**src/rtl/fetch_pc_unit.sv**
```systemverilog
// ============================================================================
// Module   : fetch_pc_unit
// Brief    : Fetch-stage program counter and IF/ID pipeline register.
// Revision : 1.0 - initial release
// ============================================================================
`default_nettype none

module fetch_pc_unit #(
  parameter int unsigned          ADDRESS_WIDTH     = 32,
  parameter int unsigned          INSTRUCTION_WIDTH = 32,
  parameter logic [ADDRESS_WIDTH-1:0] RESET_VECTOR  = 32'hBFC00000,
  parameter logic [ADDRESS_WIDTH-1:0] ROM_BASE      = 32'hBFC00000,
  parameter logic [ADDRESS_WIDTH-1:0] ROM_LAST      = 32'hBFC00FFC
) (
  input  logic                         clk,
  input  logic                         rst_n,
  output logic [ADDRESS_WIDTH-1:0]     pc_o,
  input  logic [INSTRUCTION_WIDTH-1:0] instr_i,
  input  logic                         stall_i,
  input  logic                         redirect_i,
  input  logic [ADDRESS_WIDTH-1:0]     redirect_target_i,
  output logic                         if_id_valid_o,
  output logic [INSTRUCTION_WIDTH-1:0] if_id_instr_o,
  output logic [ADDRESS_WIDTH-1:0]     if_id_pc_o,
  output logic [ADDRESS_WIDTH-1:0]     if_id_pc_plus4_o,
  output logic                         fault_o,
  output logic [ADDRESS_WIDTH-1:0]     fault_addr_o
);

  localparam logic [INSTRUCTION_WIDTH-1:0] c_nop  = INSTRUCTION_WIDTH'(32'h00000013);
  localparam logic [ADDRESS_WIDTH-1:0]     c_four = ADDRESS_WIDTH'(4);

  typedef enum logic [1:0] {
    BOOT = 2'd0,
    RUN  = 2'd1,
    HALT = 2'd2
  } state_t;

  state_t                         r_state;
  logic [ADDRESS_WIDTH-1:0]       r_pc;
  logic                           r_valid;
  logic [INSTRUCTION_WIDTH-1:0]   r_instr;
  logic [ADDRESS_WIDTH-1:0]       r_id_pc;
  logic [ADDRESS_WIDTH-1:0]       r_id_pc_plus4;
  logic                           r_fault;
  logic [ADDRESS_WIDTH-1:0]       r_fault_addr;

  logic [ADDRESS_WIDTH-1:0]       w_pc_plus4;
  logic                           w_target_legal;

  assign w_pc_plus4     = r_pc + c_four;
  assign w_target_legal = (redirect_target_i[1:0] == 2'b00) &&
                          (redirect_target_i >= ROM_BASE) &&
                          (redirect_target_i <= ROM_LAST);

  always_ff @(posedge clk) begin
    if (!rst_n) begin
      r_state       <= BOOT;
      r_pc          <= RESET_VECTOR;
      r_valid       <= 1'b0;
      r_instr       <= c_nop;
      r_id_pc       <= '0;
      r_id_pc_plus4 <= '0;
      r_fault       <= 1'b0;
      r_fault_addr  <= '0;
    end else begin
      case (r_state)
        BOOT: r_state <= RUN;
        RUN: begin
          if (redirect_i) begin
            // Redirect wins over stall: the wrong-path fetch is squashed either way.
            r_valid <= 1'b0;
            if (w_target_legal) begin
              r_pc <= redirect_target_i;
            end else begin
              r_state      <= HALT;
              r_fault      <= 1'b1;
              r_fault_addr <= redirect_target_i;
            end
          end else if (!stall_i) begin
            r_valid       <= 1'b1;
            r_instr       <= instr_i;
            r_id_pc       <= r_pc;
            r_id_pc_plus4 <= w_pc_plus4;
            if (r_pc == ROM_LAST) begin
              // Last word still issues; the overrun address is reported instead of fetched.
              r_state      <= HALT;
              r_fault      <= 1'b1;
              r_fault_addr <= w_pc_plus4;
            end else begin
              r_pc <= w_pc_plus4;
            end
          end
        end
        HALT: begin
          if (!stall_i) r_valid <= 1'b0;
        end
        default: r_state <= HALT;
      endcase
    end
  end

  assign pc_o             = r_pc;
  assign if_id_valid_o    = r_valid;
  assign if_id_instr_o    = r_instr;
  assign if_id_pc_o       = r_id_pc;
  assign if_id_pc_plus4_o = r_id_pc_plus4;
  assign fault_o          = r_fault;
  assign fault_addr_o     = r_fault_addr;

endmodule

`default_nettype wire
```
**config.mk**
```make
export PLATFORM = sky130hd
export DESIGN_NAME = fetch_pc_unit
export DESIGN_NICKNAME = d
export VERILOG_FILES = /design/src/rtl/fetch_pc_unit.sv
export SDC_FILE = /design/constraint.sdc
export NUM_CORES = 1
export LEC_CHECK = 0
export CAP_MARGIN = 20
export CORE_ASPECT_RATIO = 0.8
export CORE_MARGIN = 5
export CORE_UTILIZATION = 46
export CTS_CLUSTER_DIAMETER = 60
export DETAILED_ROUTE_END_ITERATION = 7
export HOLD_SLACK_MARGIN = 0.1
export PLACE_DENSITY = 0.87
export SLEW_MARGIN = 10
export SYNTH_ARGS = -nofsm -noshare
export SYNTH_HDL_FRONTEND = slang
export SYNTH_SLANG_ARGS = --single-unit
```
**constraint.sdc**
```tcl
create_clock -name clk -period 2.88 [get_ports clk]
set_input_delay 0.432 -clock clk [delete_from_list [all_inputs] [get_ports clk]]
set_output_delay 0.432 -clock clk [all_outputs]
set_load 0.03 [all_outputs]
```
# Word level (Yosys, flattened, before mapping)
# Cells that the tools add are included.
dict set report word_totals {
  register_bits 164
  inputBits 68
}
dict set report classes {
  n_lt_le_gt_ge 2
  eq_ne 11
  bitwise_logic 3
  mux 21
  add_sub_neg 1
  reduce_logical 11
}
# cell n
set op_table {}
lappend op_table {{$mux 32} 8}
lappend op_table {{$add 32x3->32 const B} 1}
lappend op_table {{$eq 32x32->1 const B} 1}
lappend op_table {{$ge 32x32->1 const B} 1}
lappend op_table {{$le 32x32->1 const B} 1}
lappend op_table {{$reduce_and 4->1} 3}
lappend op_table {{$ne 3x3->1 const B} 3}
lappend op_table {{$mux 2} 4}
lappend op_table {{$mux 1} 7}
lappend op_table {{$ne 2x2->1 const B} 3}
lappend op_table {{$pmux 2 s3} 1}
lappend op_table {{$reduce_and 3->1} 2}
lappend op_table {{$logic_not 2->1} 2}
lappend op_table {{$ne 2x1->1 const B} 2}
lappend op_table {{$reduce_bool 2->1} 2}
lappend op_table {{$not 1->1} 3}
lappend op_table {{$eq 2x1->1 const B} 1}
lappend op_table {{$eq 2x2->1 const B} 1}
lappend op_table {{$logic_and 1x1->1} 2}
lappend op_table {{$pmux 1 s2} 1}

# Depth between registers and ports, before layout
dict set report depth {
  word_depth 6
  ltp_mapped 8
  ltp_nobuf 6
}

# Worst setup path before layout
# No wires, ideal clock.
dict set report synth_path {
  path_kind {register to register}
  startpoint {register r_pc[2] (netlist: pc_o[2])}
  endpoint {register r_pc[18] (netlist: pc_o[18])}
  period_less_slack_ns 2.411
  path_stages_with_launch 8
  path_buffers 1
  slack_ns 0.469
  arrival_time_ns 2.335
  setup_time_ns 0.076
  cell_sequence {dfxtp_1 -> ha_1 -> inv_1 -> or4_1 -> clkbuf_1 -> or3_1 -> a31o_2 -> o22ai_1}
}
dict set report synth_between {
  elab_chain_len 4
}
# element line
set synth_rtl {}
lappend synth_rtl {{start, declared} 40} ;# logic [ADDRESS_WIDTH-1:0] r_pc;
lappend synth_rtl {{start signal, assigned} 74} ;# r_pc <= redirect_target_i;
lappend synth_rtl {{start signal, assigned} 91} ;# r_pc <= w_pc_plus4;
lappend synth_rtl {{$add 32x3->32} 51} ;# assign w_pc_plus4 = r_pc + c_four;
lappend synth_rtl {{$mux 32} 85} ;# if (r_pc == ROM_LAST) begin
lappend synth_rtl {{$mux 32} 80} ;# end else if (!stall_i) begin
lappend synth_rtl {{$mux 32} 70} ;# if (redirect_i) begin
# Several ways; a longest one is shown, not always the timed one. The select of a mux whose other input is x is not followed.
# A chain may end at the register's enable or synchronous reset.

# Final worst setup path
dict set report layout_path {
  startpoint {register r_pc[10] (netlist: pc_o[10])}
  endpoint {register r_pc[30] (netlist: pc_o[30])}
}
# The elaborated chain is that of the path after synthesis.

==> results_dict.tcl <==
set metrics [dict create \
    status "finished clean" \
    static-leakage-power_uw 0.003692 \
    antenna_left 0 \
    synth-seq-cells 162 \
    crit_start "pc_o[10]$_SDFFE_PN0P_" \
    vias_per_cell 5.834 \
    synth_cell_types 64 \
    syn-num-nets 930 \
    grt_max_degree 82 \
    final_cell_mix "228 x clkdlybuf4s50_1, 175 x nand2_1, 162 x dfxtp_1" \
    htree_levels 4 \
    wl_per_cell_um 19.20 \
    start_util_pct 46.77 \
    cts-hold-fix-buffers 0 \
    antenna_found_initial 0 \
    rr_worst_depth 5 \
    synth_edf_count 0 \
    fin_tns_setup_ns 0 \
    slowest_delay_ns 0.83 \
    rsz0062_at_grt "no" \
    critical_path_arrival_ns 3.03 \
    cts_setup_buffers 0 \
    reg2reg_slack_ns 0.15 \
    reg2reg_to "pc_o[30]$_SDFFE_PN0P_" \
    critPathMaxFanout 14 \
    drive_gt1_share_pct 8.524 \
    route.detailed.drc 0 \
    worst_pin_slew_ns 1.022 \
    post-route-period-util_pct 94.63 \
    root_buffer "clkbuf_16" \
    die_w_um 148.1 \
    clk_pin_slew_ns 0.07 \
    startpoint_type "flip-flop" \
    clk_latency_ns 0.44 \
    crit_type "flip-flop to flip-flop" \
    grt_pass1_wl_mm 38.90 \
    core_um2 15010 \
    clock_skew_ns 0.01061 \
    drt_iter0_markers 775 \
    slew_headroom_pct 30.96 \
    routed_wl_mm 24.58 \
    hold_viol 0 \
    reg2reg_from "pc_o[10]$_SDFFE_PN0P_" \
    fin_nets 1148 \
    ys_warn_count 0 \
    finalWeightedCongestion 0.9047 \
    post-place-ws_ns 0.1026 \
    crit_top_cell "or4_1" \
    p_per_area_nw_per_um2 548.5 \
    cp_data_required_time_ns 3.19 \
    grt_pass1_vias 7259 \
    fmaxAchievable_ghz 0.3669 \
    final_common_cell "clkdlybuf4s50_1" \
    io_buffer_count 229 \
    rows 40 \
    hpwl_mm 17.50 \
    endpoint_kind "flip-flop" \
    synthToLayoutAreaGrowth_pct 45.71 \
    clockBufferDepth 2 \
    setup_viol 0 \
    firstDrtPassIters 5 \
    period_needed_ns 2.725 \
    syn-mean-instance-area_um2 8.155 \
    placed_area_um2 9609 \
    cts_buffers 17 \
    clkSinkCount 162 \
    globalRouteTotalUtil_pct 27.30 \
    slew_violations 0 \
    layout_setup_ws_ns 0.1547 \
    synthArstFlopShare_pct 0 \
    vias 7468 \
    vdd_drop_max_uv 454.7 \
    crit_family "simple AND/OR/NAND/NOR gates" \
    yosysSeqAreaShare_pct 46.19 \
    fin_area_um2 10230 \
    syn_area_um2 7022 \
    antenna_cells 0 \
    dieArea_um2 17850 \
    cts_tree "yes" \
    slowest_stage "or4_1" \
    hold_class "flip-flop to flip-flop" \
    power_uw 5612 \
    num_io_pins 230 \
    critPathCapture "pc_o[30]$_SDFFE_PN0P_" \
    worstSetupPathDepth 5 \
    path_cells "nand4_4 -> or4_1 -> or4_1 -> o2111ai_1 -> o22ai_1" \
    cp_num_buf_inv 0 \
    ys.flop_type "dfxtp_1" \
    cap_violations 0 \
    dieHeight_um 120.5 \
    synthCells 861 \
    grt_overflow_total 0 \
]
## timing repair
item                       in CTS  in global routing
hold endpoints to repair        0                  0
setup endpoints to repair       0                  2
gates resized for setup         0                  1
## worst reg2reg max path, stage by stage, from the launching register on
cell	delay, ns
dfxtp_1	0.62
nand4_4	0.21
or4_1	0.83
or4_1	0.59
o2111ai_1	0.21
o22ai_1	0.13
## power breakdown
group	internal (uW)	switching (uW)	leakage, uW
Sequential	2320	54.9	0.00132
Clock	1410	952	0.000289
Combinational	360	509	0.00209
## flip-flops by register name, indices dropped and copies added (netlist names)
register,cells
fault_o,1
r_state,2
fault_addr_o,32
if_id_instr_o,32
if_id_pc_plus4_o,30
if_id_valid_o,1
pc_o,32
if_id_pc_o,32
## kinds of logic (layout without fill, tap and decap cells)
kind of cell	Yosys count	count (layout)	synth area share (%)
XOR/XNOR	12	12	1.497
buffers and inverters	88	318	5.328
AO/OA/AOI/OAI	220	220	19.30
flip-flops	162	162	46.19
adder cells (fa/ha/maj)	1	1	0.1782
AND/OR/NAND/NOR	355	355	24.16
multiplexers	23	23	3.350
## layout make-up
type	instances	area, um2
flip-flops and latches	162	3243
clock inverters	11	152.6
clock buffers	20	456.7
multi-input cells	611	3417
well taps	189	236.5
fillers	1167	4783
repair buffers	274	2675
inverters	13	50.05
## worst min-delay path by stage
stage / startpoint / endpoint / cells after the start / slack (ns)
global route: if_id_pc_o[30]$_SDFFE_PN0P_ / if_id_pc_o[30]$_SDFFE_PN0P_ / 2 / 0.47
global placement: if_id_pc_plus4_o[18]$_SDFFE_PN0P_ / if_id_pc_plus4_o[18]$_SDFFE_PN0P_ / 2 / 0.44
finish: if_id_pc_plus4_o[13]$_SDFFE_PN0P_ / if_id_pc_plus4_o[13]$_SDFFE_PN0P_ / 2 / 0.45
detailed placement: if_id_pc_o[26]$_SDFFE_PN0P_ / if_id_pc_o[26]$_SDFFE_PN0P_ / 2 / 0.45
CTS: if_id_pc_o[26]$_SDFFE_PN0P_ / if_id_pc_o[26]$_SDFFE_PN0P_ / 2 / 0.45
floorplan: r_state[1]$_SDFFE_PN0P_ / r_state[0]$_SDFFE_PN0P_ / 1 / 0.45
## layer usage
metal | vias to the layer above | routed length (um) | track usage [%]
li1 | 3487 | - | -
met1 | 3516 | 9722 | 34.21
met2 | 413 | 11400 | 43.31
met3 | 52 | 2827 | 9.816
met4 | 0 | 629 | 10.27
met5 | - | 0 | 0
## cells in the mapped netlist (4+ instances only)
cell type / n / area (um2)
o21ai_0: 43 / 215.2
xor2_1: 4 / 35.03
o21ai_1: 9 / 45.04
a211oi_1: 7 / 52.55
and3_1: 6 / 37.54
mux2i_1: 19 / 190.2
a21oi_1: 93 / 465.5
clkbuf_1: 50 / 187.7
and3b_1: 5 / 43.79
buf_2: 13 / 65.06
inv_1: 12 / 45.04
mux2_2: 4 / 45.04
nor4_1: 12 / 75.07
nand4_1: 13 / 81.33
buf_4: 5 / 37.54
o311ai_1: 5 / 43.79
and4_1: 7 / 61.31
o31a_1: 9 / 78.83
nand2_1: 176 / 660.6
dfxtp_1: 162 / 3243
o211ai_1: 13 / 97.59
o31ai_1: 4 / 30.03
nor2_1: 33 / 123.9
o22ai_1: 6 / 37.54
o21a_1: 5 / 37.54
nand2b_1: 11 / 68.82
nor3_1: 28 / 140.1
or3_1: 6 / 37.54
nand3_1: 37 / 185.2
or4_1: 4 / 30.03
a31oi_1: 4 / 25.02
xnor2_1: 8 / 70.07
nor4b_1: 4 / 35.03
buf_1: 5 / 18.77
## stage by stage
step	std cells	hold slack [ns]	util, %
after global routing	1280	0.4740	68.14
final	1280	0.4525	68.14
after global placement	1248	0.4399	64.00
after detailed placement	1248	0.4469	64.00
after floorplan	861	0.4513	-
after CTS	1279	0.4548	68.06
Note: power is estimated with default switching activity, not from simulation.
